<file path="config.mk">
export PLATFORM = sky130hd
export DESIGN_NAME = noc_local_endpoint
export DESIGN_NICKNAME = d
export VERILOG_FILES = /design/src/rtl/noc_local_endpoint.sv
export SDC_FILE = /design/constraint.sdc
export NUM_CORES = 1
export LEC_CHECK = 0
export ABC_CLOCK_PERIOD_IN_PS = 3750
export CORE_MARGIN = 5
export CORE_UTILIZATION = 50
export CTS_CLUSTER_DIAMETER = 200
export DETAILED_ROUTE_END_ITERATION = 16
export GPL_ROUTABILITY_DRIVEN = 0
export PLACE_DENSITY = 0.76
export SETUP_SLACK_MARGIN = 0.1
export SLEW_MARGIN = 40
export SYNTH_ARGS = -nofsm -noshare
export SYNTH_HDL_FRONTEND = slang
export SYNTH_SLANG_ARGS = --single-unit
export TNS_END_PERCENT = 50
</file>
<file path="constraint.sdc">
create_clock -name clk -period 3.75 [get_ports clk]
set_clock_uncertainty 0.2 [all_clocks]
set_input_delay 0.5625 -clock clk [delete_from_list [all_inputs] [get_ports clk]]
set_output_delay 0.5625 -clock clk [all_outputs]
set_load 0.02 [all_outputs]
</file>
<file path="src/rtl/noc_local_endpoint.sv">
// Local endpoint of a credit-based mesh NoC node.
// TX side: turns host send requests into single flits toward the router's local
// input, gated by a credit counter that mirrors the router's input buffer depth.
// RX side: buffers flits from the router's local output in a small FIFO and
// returns one credit to the router for every flit the host consumes.
module noc_local_endpoint #(
    parameter int XCOORD   = 0,
    parameter int YCOORD   = 0,
    parameter int CREDITS  = 4,
    parameter int RX_DEPTH = 4
) (
    input  logic        clk,
    input  logic        rst,
    // router side
    output logic [15:0] net_data_o,
    output logic        net_enable_o,
    input  logic        net_credit_i,
    input  logic [15:0] net_data_i,
    input  logic        net_enable_i,
    output logic        net_credit_o,
    // host TX side
    input  logic        tx_valid_i,
    input  logic [7:0]  tx_dest_i,
    input  logic [7:0]  tx_payload_i,
    output logic        tx_ready_o,
    // host RX side
    output logic        rx_valid_o,
    output logic [15:0] rx_data_o,
    input  logic        rx_pop_i,
    // status
    output logic        rx_overflow_o,
    output logic        credit_err_o,
    output logic [15:0] tx_count_o,
    output logic [15:0] rx_count_o
);

    localparam int AW = $clog2(RX_DEPTH);
    localparam int PW = AW + 1;
    localparam logic [3:0] CRED_INIT = 4'(CREDITS);

    // Parameter sanity checks, evaluated at elaboration only.
    if (XCOORD < 0 || XCOORD > 15) begin : g_bad_xcoord
        $error("noc_local_endpoint: XCOORD must fit in 4 bits");
    end
    if (YCOORD < 0 || YCOORD > 15) begin : g_bad_ycoord
        $error("noc_local_endpoint: YCOORD must fit in 4 bits");
    end
    if (CREDITS < 1 || CREDITS > 15) begin : g_bad_credits
        $error("noc_local_endpoint: CREDITS must be in 1..15");
    end
    if (RX_DEPTH < 2 || RX_DEPTH > 16 || (RX_DEPTH & (RX_DEPTH - 1)) != 0) begin : g_bad_depth
        $error("noc_local_endpoint: RX_DEPTH must be a power of two in 2..16");
    end

    // ------------------------------------------------------------------
    // TX path
    // ------------------------------------------------------------------
    logic [3:0]  r_credit;
    logic        r_net_enable;
    logic [15:0] r_net_data;
    logic        r_credit_err;
    logic [15:0] r_tx_count;
    logic        w_send;

    // Readiness depends only on the registered counter, so a returning credit
    // is visible to the host one cycle later (no combinational bypass).
    assign tx_ready_o = (r_credit != 4'd0);
    assign w_send     = tx_valid_i & tx_ready_o;

    // Credit accounting, flit launch register and send counter.
    always_ff @(posedge clk or posedge rst) begin
        if (rst) begin
            r_credit     <= CRED_INIT;
            r_net_enable <= 1'b0;
            r_net_data   <= 16'h0000;
            r_credit_err <= 1'b0;
            r_tx_count   <= 16'h0000;
        end else begin
            r_net_enable <= w_send;
            if (w_send) begin
                r_net_data <= {tx_payload_i, tx_dest_i};
                r_tx_count <= r_tx_count + 16'd1;
            end
            if (w_send && !net_credit_i) begin
                r_credit <= r_credit - 4'd1;
            end else if (!w_send && net_credit_i) begin
                // A credit beyond the initial allotment means the router and
                // endpoint disagree; hold the counter and flag it.
                if (r_credit == CRED_INIT) begin
                    r_credit_err <= 1'b1;
                end else begin
                    r_credit <= r_credit + 4'd1;
                end
            end
        end
    end

    assign net_enable_o = r_net_enable;
    assign net_data_o   = r_net_data;
    assign credit_err_o = r_credit_err;
    assign tx_count_o   = r_tx_count;

    // ------------------------------------------------------------------
    // RX path
    // ------------------------------------------------------------------
    logic [15:0]   r_mem [RX_DEPTH];
    logic [PW-1:0] r_wr_ptr;
    logic [PW-1:0] r_rd_ptr;
    logic          r_net_credit;
    logic          r_rx_overflow;
    logic [15:0]   r_rx_count;
    logic          w_empty;
    logic          w_full;
    logic          w_pop;
    logic          w_write;

    // Extra pointer bit separates full (MSBs differ) from empty (all equal).
    assign w_empty = (r_wr_ptr == r_rd_ptr);
    assign w_full  = (r_wr_ptr[AW-1:0] == r_rd_ptr[AW-1:0]) &&
                     (r_wr_ptr[AW] != r_rd_ptr[AW]);
    assign w_pop   = rx_pop_i & ~w_empty;
    // A pop in the same cycle frees the slot, so a full FIFO still accepts.
    assign w_write = net_enable_i & (~w_full | w_pop);

    // FIFO storage; contents need no reset because the pointers gate them.
    always_ff @(posedge clk) begin
        if (w_write) begin
            r_mem[r_wr_ptr[AW-1:0]] <= net_data_i;
        end
    end

    // FIFO pointers, credit return pulse, overflow flag and receive counter.
    always_ff @(posedge clk or posedge rst) begin
        if (rst) begin
            r_wr_ptr      <= '0;
            r_rd_ptr      <= '0;
            r_net_credit  <= 1'b0;
            r_rx_overflow <= 1'b0;
            r_rx_count    <= 16'h0000;
        end else begin
            r_net_credit <= w_pop;
            if (w_pop) begin
                r_rd_ptr <= r_rd_ptr + PW'(1);
            end
            if (w_write) begin
                r_wr_ptr   <= r_wr_ptr + PW'(1);
                r_rx_count <= r_rx_count + 16'd1;
            end
            if (net_enable_i && w_full && !w_pop) begin
                r_rx_overflow <= 1'b1;
            end
        end
    end

    assign rx_valid_o    = ~w_empty;
    assign rx_data_o     = r_mem[r_rd_ptr[AW-1:0]];
    assign net_credit_o  = r_net_credit;
    assign rx_overflow_o = r_rx_overflow;
    assign rx_count_o    = r_rx_count;

endmodule

</file>
### After elaboration in Yosys (flattened, before gate mapping)

Memories as Yosys holds them, arrays and structs flattened.
Index checks and enable logic that the tools add are counted.
Widths: inputs -> output; s select.

| word-level totals | value |
|---|---|
| input bits | 38 |
| bits in writable memories | 64 |
| output and inout port bits | 70 |
| flip-flop bits (word level) | 62 |
| memories | 1 |

Memory list:

| memory | words | width | rd ports | clocked after Yosys merged registers in | write ports | line | text |
|---|---|---|---|---|---|---|---|
| r_mem | 4 | 16 | 1 | 0 | 1 | 106 | `logic [15:0] r_mem [RX_DEPTH];` |

| cells by class | value |
|---|---|
| reduce and logical (&&, ||, !) cells | 12 |
| eq/ne operators | 5 |
| add/subtract/negate cells | 6 |
| mux-type cells | 5 |
| bitwise logic cells | 7 |

Operators with widths:

| cell | count |
|---|---|
| $add 16x1->16 const B | 2 |
| $mux 4 | 3 |
| $add 3x1->3 const B | 2 |
| $logic_and 1x1->1 | 5 |
| $add 4x1->4 const B | 1 |
| $eq 4x3->1 const B | 1 |
| $reduce_bool 4->1 | 1 |
| $sub 4x1->4 const B | 1 |
| $and 1x1->1 | 3 |
| $eq 3x3->1 | 1 |
| $logic_not 1->1 | 3 |
| $not 1->1 | 3 |
| $reduce_and 3->1 | 1 |
| $eq 2x2->1 | 1 |
| $mux 1 | 2 |
| $ne 2x2->1 const B | 1 |
| $reduce_and 2->1 | 1 |
| $reduce_bool 2->1 | 1 |
| $ne 1x1->1 | 1 |
| $or 1x1->1 | 1 |

### Longest topological paths before layout

Gate-level depths: netlist (run 1).

| logic depth | value |
|---|---|
| word-level depth | 7 |
| mapped depth | 9 |

### Least setup slack after synthesis (run 1)

No wires, ideal clock.

| path | value |
|---|---|
| path kind | register to register |
| start | reg r_credit[0] |
| end | reg r_credit[3] |
| required time | 3429 ps |
| setup time | 121 ps |
| cell stages (with the launch flop) | 10 |
| clock period less this slack | 2926 ps |
| path buffers | 1 |
| arrival time | 2605 ps |
| setup slack | 824 ps |
| path through | dfrtp_1 o41ai_2 inv_1 clkbuf_1 ha_1 ha_1 a21o_1 a21oi_1 mux2_2 a22o_1 |

| between the ends | value |
|---|---|
| word-level cells in the longest chain between the ends | 6 |

RTL lines:

| what | line | text |
|---|---|---|
| from (decl) | 58 | `logic [3:0] r_credit;` |
| from (signal assigned) | 85 | `r_credit <= r_credit - 4'd1;` |
| from (signal assigned) | 92 | `r_credit <= r_credit + 4'd1;` |
| $reduce_bool 4->1 (*) | 67 | `assign tx_ready_o = (r_credit != 4'd0);` |
| $and 1x1->1 (*) | 68 | `assign w_send = tx_valid_i & tx_ready_o;` |
| via w_send | 63 | `logic w_send;` |
| $logic_not 1->1 | 86 | `end else if (!w_send && net_credit_i) begin` |
| $logic_and 1x1->1 | 86 |  |
| $reduce_bool 2->1 (no source line) | n/a |  |
| $reduce_and 2->1 (no source line) | n/a |  |

The timed path passes the listed nets; every way through them passes the cells marked *. The select of a mux whose other input is x is not followed.
A chain may end at the register's enable or synchronous reset.

### Final worst setup path (run 1)

| path | value |
|---|---|
| start | reg r_rd_ptr[0] |
| end | out rx_data_o[15] |

| between the ends | value |
|---|---|
| word-level cells in the longest chain between the ends | 1 |

RTL lines:

| what | line | text |
|---|---|---|
| from (decl) | 108 | `logic [PW-1:0] r_rd_ptr;` |
| from (signal assigned) | 143 | `r_rd_ptr <= r_rd_ptr + PW'(1);` |
| $mem_v2 4x16 | n/a |  |
| to (decl) | 28 | `output logic [15:0] rx_data_o,` |

Every way passes these cells.

==> impl_summary.txt, run 1 <==
----------------------------------------------------
[STA]
  Worst-margin pin slew ... 0.612 ns
  Fmax achieved ... 312 MHz
  RSZ-0062 raised after global routing ... no
  Final slew viol count ... 0
  Total Negative Setup Slacks ... 0 ns
  Hold Fails Final Rpt ... 0
  Tcrit/Tclk final ... 85.4%
  Worst Setup Slack, final ... 0.549 ns
  Relative slew slack ... 59.1%
  Number of setup violations in the final report ... 0
  Crit path time final ... 3.20 ns

[Placement]
  Worst slack, placed ... 0.665 ns
  Port Buffers ... 107
  Detail Placement HPWL ... 7260 um

[GRT]
  First-pass GRT wire length ... 18100 um
  Largest net degree at the start of global routing ... 30
  Remaining global-route overflow ... 0
  Vias in the first global route ... 3583
  Total Routing Usage GR ... 18.3%
  Initial antenna violation count ... 0

[Synth]
  Count of flip-flops with a built-in enable after synthesis ... 64
  Avg Synthesized Cell Area ... 14.7 um2
  Cell Area, Synth ... 5170 um2
  Commonest register cell after synthesis ... sky130_fd_sc_hd__edfxtp_1
  Synth warnings ... 0
  Sequential element share of the synthesized area ... 67.2%
  Proportion of register bits with asynchronous set or reset after synthesis ... 49.2%
  Cell count after synthesis ... 351
  Yosys cell types ... 37
  Synthesized net count ... 401
  Total of flip-flops plus latches after synthesis ... 126

[Critical path]
  Required time at the worst-slack endpoint ... 2.99 ns
  Critical path buffers and inverters ... 2
  CP max-delay cell ... sky130_fd_sc_hd__dfrtp_1
  Reg2Reg Launch Point ... r_credit[0]
  Nature of the critical path startpoint ... flip-flop
  Crit-path leading delay family ... buffers and inverters
  CP Capture Type ... primary output
  CP arrival ... 2.44 ns
  Worst setup path startpoint ... r_rd_ptr[0]
  Crit path cell chain ... buf_12, mux4_2, clkdlybuf4s50_1
  Delay contributed by the slowest stage of the critical path ... 0.59 ns
  Class of the most critical setup path ... reg2out
  Largest fanout on the critical path ... 13

[Layout]
  Net count of the finished layout ... 524
  Post-synthesis to final-layout area growth ... 35.0%
  Share of layout cells above drive strength 1 ... 14.0%
  Diode count ... 0
  Number of inserted filler cells in the final layout ... 733

[Floorplanning]
  Core Region ... 10200 um2
  Total Die Area ... 12500 um2
  Top Ports ... 108
  Die X ... 112 um
  Die outline height ... 112 um
  Number of placement rows ... 37
  Starting utilization of the core area ... 50.8%

[Route]
  1st-pass router iterations ... 4
  DRC errors left ... 0
  First-iteration detailed-routing DRC count ... 175
  Routed Wire Length ... 10600 um
  Average vias per placed instance ... 5.16
  Antenna viol nets, final ... 0
  Drt wl/cell ... 17.0 um
  DR vias ... 3216

[Power]
  Leak ... 2.80 nW
  Clock group share of total power ... 26.9%
  Internal cell power ... 0.00365 W
  Net load switching power ... 0.00194 W
  Combinational cell fraction of total power ... 35.2%
  Share of power burned in registers ... 37.9%
  Switching power share of the total ... 34.8%
  Peak ir drop on the vdd network ... 0.379 mV
  Power Density ... 802 nW/um2

[Clocking]
  Clock input transition at the sequential cells of the worst setup and hold paths ... 0.07 ns
  Clock latency on the worst-skew pair ... 0.51 ns
  Setup Buffers After CTS ... 0
  Max Buffers Root-to-Sink ... 2
  H-tree depth ... 4
  Clock buffer count from CTS ... 17
  Hold-fix buffer count after cts ... 0
  Sinks on Clock Net ... 126
  Clock tree from TritonCTS ... done
  Cells resized by post-CTS repair ... 0
  Root buffer selected by CTS ... sky130_fd_sc_hd__clkbuf_8

[Hold path]
  Hold/Removal Path Class ... in2async

[Job]
  # Max-Cap Violations ... 0

[Outcome]
  Run status ... finished clean

----------------------------------------------------
-- worst paths after layout --
check,slack [ns],to,depth (start not counted)
setup / recovery,0.55,rx_data_o[15],3
hold / removal,0.25,r_credit[1],2
setup reg to reg,0.95,r_credit[3],8
hold reg to reg,0.27,net_data_o[6],2
max in group asynchronous,2.41,tx_count_o[8],3
min in group clk,0.27,net_data_o[6],2
-- cells in the mapped netlist, drive strengths merged, types with 2 or more instances --
library cell | number | area, um2
nor3 | 8 | 40.0
xor2 | 14 | 123
edfxtp | 64 | 1920
nand4 | 8 | 50.1
xnor2 | 25 | 219
buf | 7 | 60.1
inv | 15 | 56.3
o21bai | 2 | 15.0
mux4 | 16 | 360
o41ai | 2 | 32.5
ha | 11 | 138
clkbuf | 3 | 11.3
nor4 | 5 | 37.5
and3 | 4 | 30.0
nor2 | 12 | 45.0
nand3 | 12 | 60.1
nand2 | 62 | 233
mux2i | 2 | 20.0
dfrtp | 61 | 1530
or4 | 2 | 18.8
mux2 | 5 | 56.3
-- state kept, by name, indices dropped and copies added (netlist names) --
| name | cells |
|---|---|
| r_mem | 64 |
| rx_overflow_o | 1 |
| r_wr_ptr | 3 |
| r_rd_ptr | 3 |
| tx_count_o | 16 |
| net_enable_o | 1 |
| net_data_o | 16 |
| rx_count_o | 16 |
| net_credit_o | 1 |
| credit_err_o | 1 |
| r_credit | 4 |
-- per-stage QoR --
| stage | hold slack (ns) | total power (W) | instances | utilization, % | area, um2 |
|---|---|---|---|---|---|
| 6_report | 0.245 | 0.00559 | 623 | 68.5 | 6980 |
| 5_1_grt | 0.296 | 0.00591 | 623 | 68.5 | 6980 |
| 4_1_cts | 0.254 | 0.00567 | 623 | 68.5 | 6970 |
| 3_5_place_dp | 0.262 | 0.00413 | 591 | 63.0 | 6420 |
| 3_3_place_gp | 0.258 | 0.00407 | 591 | 63.0 | 6420 |
| 2_1_floorplan | 0.262 | 0.00327 | 351 | - | 5170 |
-- cells in the final DEF, fill, tap and decap left out, types with 2 or more instances in the layout --
| master | netlist | layout |
|---|---|---|
| sky130_fd_sc_hd__xor2_1 | 14 | 14 |
| sky130_fd_sc_hd__mux2_2 | 2 | 2 |
| sky130_fd_sc_hd__nand3_1 | 12 | 12 |
| sky130_fd_sc_hd__mux2_1 | 3 | 3 |
| sky130_fd_sc_hd__dfrtp_1 | 61 | 61 |
| sky130_fd_sc_hd__clkinv_4 | 0 | 3 |
| sky130_fd_sc_hd__mux2i_1 | 2 | 2 |
| sky130_fd_sc_hd__nor3_1 | 8 | 8 |
| sky130_fd_sc_hd__xnor2_1 | 25 | 25 |
| sky130_fd_sc_hd__nand2_1 | 62 | 62 |
| sky130_fd_sc_hd__nor4_1 | 4 | 4 |
| sky130_fd_sc_hd__buf_4 | 0 | 6 |
| sky130_fd_sc_hd__mux4_2 | 16 | 16 |
| sky130_fd_sc_hd__inv_6 | 0 | 6 |
| sky130_fd_sc_hd__clkbuf_16 | 0 | 16 |
| sky130_fd_sc_hd__nor2_1 | 12 | 12 |
| sky130_fd_sc_hd__clkdlybuf4s50_1 | 0 | 107 |
| sky130_fd_sc_hd__and3_2 | 0 | 3 |
| sky130_fd_sc_hd__ha_1 | 11 | 11 |
| sky130_fd_sc_hd__o21bai_1 | 2 | 2 |
| sky130_fd_sc_hd__edfxtp_1 | 64 | 64 |
| sky130_fd_sc_hd__inv_8 | 0 | 3 |
| sky130_fd_sc_hd__inv_1 | 15 | 14 |
| sky130_fd_sc_hd__clkinvlp_4 | 0 | 2 |
| sky130_fd_sc_hd__nand4_1 | 8 | 8 |
-- layer usage --
layer	vias to the layer above	share of wire (%)	global-route usage (%)
met4	0	1.1	5.35
met3	11	7.8	7.34
li1	1504	-	-
met1	1591	42	22.9
met2	110	49	29.7
met5	-	0	0
-- power groups by stage --
stage | combinational [W] | clock, W | sequential [W]
final | 0.00197 | 0.00150 | 0.00212
after global routing | 0.00214 | 0.00160 | 0.00218
after CTS | 0.00201 | 0.00153 | 0.00213
after detailed placement | 0.00199 | 0 | 0.00214
after global placement | 0.00195 | 0 | 0.00212
after floorplan | 0.00105 | 0 | 0.00222
-- logic make-up after synthesis --
kind of cell | Yosys count | share of synthesized area [%]
simple gates | 118 | 10.8
xor+xnor | 39 | 6.61
buf+inv | 25 | 2.47
mux | 23 | 8.45
flops | 126 | 67.2
compound gates | 8 | 1.45
fa+ha+maj | 12 | 3.05
-- final cells by class --
cell class	count	area, um2	area share (%)
Clock buffer	17	414	5.94
Clock inverter	15	144	2.06
Inverter	15	56.3	0.807
Multi-Input combinational cell	200	1580	22.7
Sequential cell	126	3470	49.8
Tap cell	136	170	2.44
Timing Repair Buffer	114	1140	16.3
(Power assumes the default switching activity.)
==> run 2, diff against run 1 <==
CTS_CLUSTER_DIAMETER = unset   (was 200)
HOLD_SLACK_MARGIN = 0.05   (was unset)
==> results of run 2 <==
Same layout as run 1: the final DEF is identical, and so are final timing and power.
==> run 3, diff against run 2 <==
ABC_CLOCK_PERIOD_IN_PS = 3000   (was 3750)
clock period = 3 ns   (was 3.75 ns; I/O delays follow)
==> run 3 against run 2 <==
Against the previous run:
- first-iteration DRC count decreased by 25%
- clock power is 27% higher
- die area did not move
- worst setup slack got worse by 0.40 ns
- core utilization increased by 0.23 points
- global-route usage down 0.76 points
- via count shrank 0.50%
- critical path depth stayed put
- highest routed layer unchanged
==> impl_summary.txt, run 3 (synthesized netlist as in run 1, its figures left out) <==
----------------------------------------------------
[Clocking]
  Clock buffer count from CTS ... 17
  Clock tree from TritonCTS ... done
  Root buffer selected by CTS ... sky130_fd_sc_hd__clkbuf_8
  Clock latency on the worst-skew pair ... 0.50 ns
  Clock input transition at the sequential cells of the worst setup and hold paths ... 0.06 ns
  Sinks on Clock Net ... 126
  Max Buffers Root-to-Sink ... 2
  H-tree depth ... 4

[Job]
  # Max-Cap Violations ... 0

[Floorplanning]
  Die outline height ... 112 um
  Number of placement rows ... 37
  Total Die Area ... 12500 um2
  Core Region ... 10200 um2
  Top Ports ... 108
  Starting utilization of the core area ... 50.8%
  Die X ... 112 um

[Layout]
  Net count of the finished layout ... 528
  Number of inserted filler cells in the final layout ... 711
  Most used cells in the layout excluding fill and tap cells ... sky130_fd_sc_hd__clkdlybuf4s50_1 (95), sky130_fd_sc_hd__edfxtp_1 (64), sky130_fd_sc_hd__nand2_1 (62)
  Share of layout cells above drive strength 1 ... 14.1%
  Diode count ... 0
  Post-synthesis to final-layout area growth ... 35.4%
  Finished Layout Cells ... 627
  Flip-flop count of the largest register after layout ... 64
  Most common cell after layout, fill and taps aside ... sky130_fd_sc_hd__clkdlybuf4s50_1

[GRT]
  First-pass GRT wire length ... 17400 um
  Remaining global-route overflow ... 0
  Vias in the first global route ... 3504
  Total Routing Usage GR ... 17.6%
  Initial antenna violation count ... 0
  Largest net degree at the start of global routing ... 29

[STA]
  Crit path time final ... 2.85 ns
  Hold Fails Final Rpt ... 0
  Final slew viol count ... 0
  Fmax achieved ... 350 MHz
  RSZ-0062 raised after global routing ... yes
  Relative slew slack ... 49.7%
  Number of setup violations in the final report ... 0
  Tcrit/Tclk final ... 95.1%
  Total Negative Setup Slacks ... 0 ns
  Worst Setup Slack, final ... 0.146 ns
  Worst-margin pin slew ... 0.754 ns

[Placement]
  Detail Placement HPWL ... 7240 um
  Worst slack, placed ... 0.0585 ns
  Port Buffers ... 107
  Number of cells after detailed placement ... 593

[Route]
  Routed Wire Length ... 10400 um
  DR vias ... 3200
  First-iteration detailed-routing DRC count ... 131
  1st-pass router iterations ... 5
  DRC errors left ... 0
  Average vias per placed instance ... 5.10
  Antenna viol nets, final ... 0
  Drt wl/cell ... 16.6 um

[Critical path]
  Largest fanout on the critical path ... 3
  Nature of the critical path startpoint ... flip-flop
  CP Capture Type ... primary output
  CP arrival ... 2.20 ns
  Class of the most critical setup path ... reg2out
  Required time at the worst-slack endpoint ... 2.35 ns

[Outcome]
  Run status ... finished clean

[Power]
  Peak ir drop on the vdd network ... 0.585 mV
  Leak ... 2.86 nW
  Power Density ... 994 nW/um2

[Hold path]
  Hold/Removal Path Class ... in2async

----------------------------------------------------
==> run 3: cell count changes in the layout (fill, tap and decap cells not counted), sizes merged <==
cell	before	now
clkdlybuf4s50	107	95
inv	24	17
dlymetal6s2s	0	4
buf	7	11
dlygate4sd2	0	8
clkinvlp	2	1
clkinv	4	9
bufinv	0	2
clkbuf	17	18
==> run 3: per-layer routing <==
metal | GRT usage [%] | wire [um] | share of wire, %
met5 | 0 | 0 | 0
met4 | 5.76 | 129 | 1.2
met3 | 8.21 | 871 | 8.3
met2 | 28.2 | 5030 | 48
met1 | 21.2 | 4400 | 42
==> run 3: layout make-up <==
class | instances | area, um2 | share of cell area, %
clock inverters | 14 | 143 | 2.04
well taps | 136 | 170 | 2.43
multi-input cells | 200 | 1580 | 22.6
inverters | 15 | 56.3 | 0.804
flip-flops and latches | 126 | 3480 | 49.6
clock buffers | 18 | 418 | 5.97
repair buffers | 118 | 1160 | 16.5
==> run 3: repair_timing <==
item,4_1_cts,5_1_grt
gates resized for setup,10,4
buffers inserted,0,2
hold endpoints to repair,0,0
setup endpoints to repair,16,8
hold buffers,0,0
gates cloned,0,0
==> run 3: power breakdown <==
group,internal (W),switching (W),leakage (nW)
sequential,0.00229,0.000327,1.35
clock,0.00118,0.000721,0.274
combinational,0.00117,0.00127,1.24
total,0.00464,0.00232,2.86
==> run 3: worst paths after layout <==
path | startpoint | end | slack [ns] | cells past startpoint
worst min register to register | net_data_o[13] | net_data_o[13] | 0.27 | 2
worst min-delay path | rst | rx_count_o[15] | 0.12 | 2
worst max register to register | r_credit[0] | r_credit[3] | 0.22 | 8
min in group clk | net_data_o[13] | net_data_o[13] | 0.27 | 2
max in group asynchronous | rst | r_credit[2] | 1.73 | 3
worst max-delay path | r_rd_ptr[2] | rx_valid_o | 0.15 | 3
==> run 3: through the flow <==
stage	utilization (%)	hold slack (ns)	power, W	instance area (um2)
final	68.7	0.124	0.00696	7000
after floorplan	-	0.262	0.00410	5180
after CTS	68.5	0.120	0.00703	6970
after global placement	63.0	0.257	0.00507	6420
after global routing	68.7	0.176	0.00736	7000
after detailed placement	63.0	0.262	0.00516	6420
==> run 3: worst max-delay path: stages, from the launching register on <==
cell	delay, ns
sky130_fd_sc_hd__dfrtp_1	0.40
sky130_fd_sc_hd__xnor2_1	0.30
sky130_fd_sc_hd__or3b_1	0.43
sky130_fd_sc_hd__clkdlybuf4s50_1	0.59
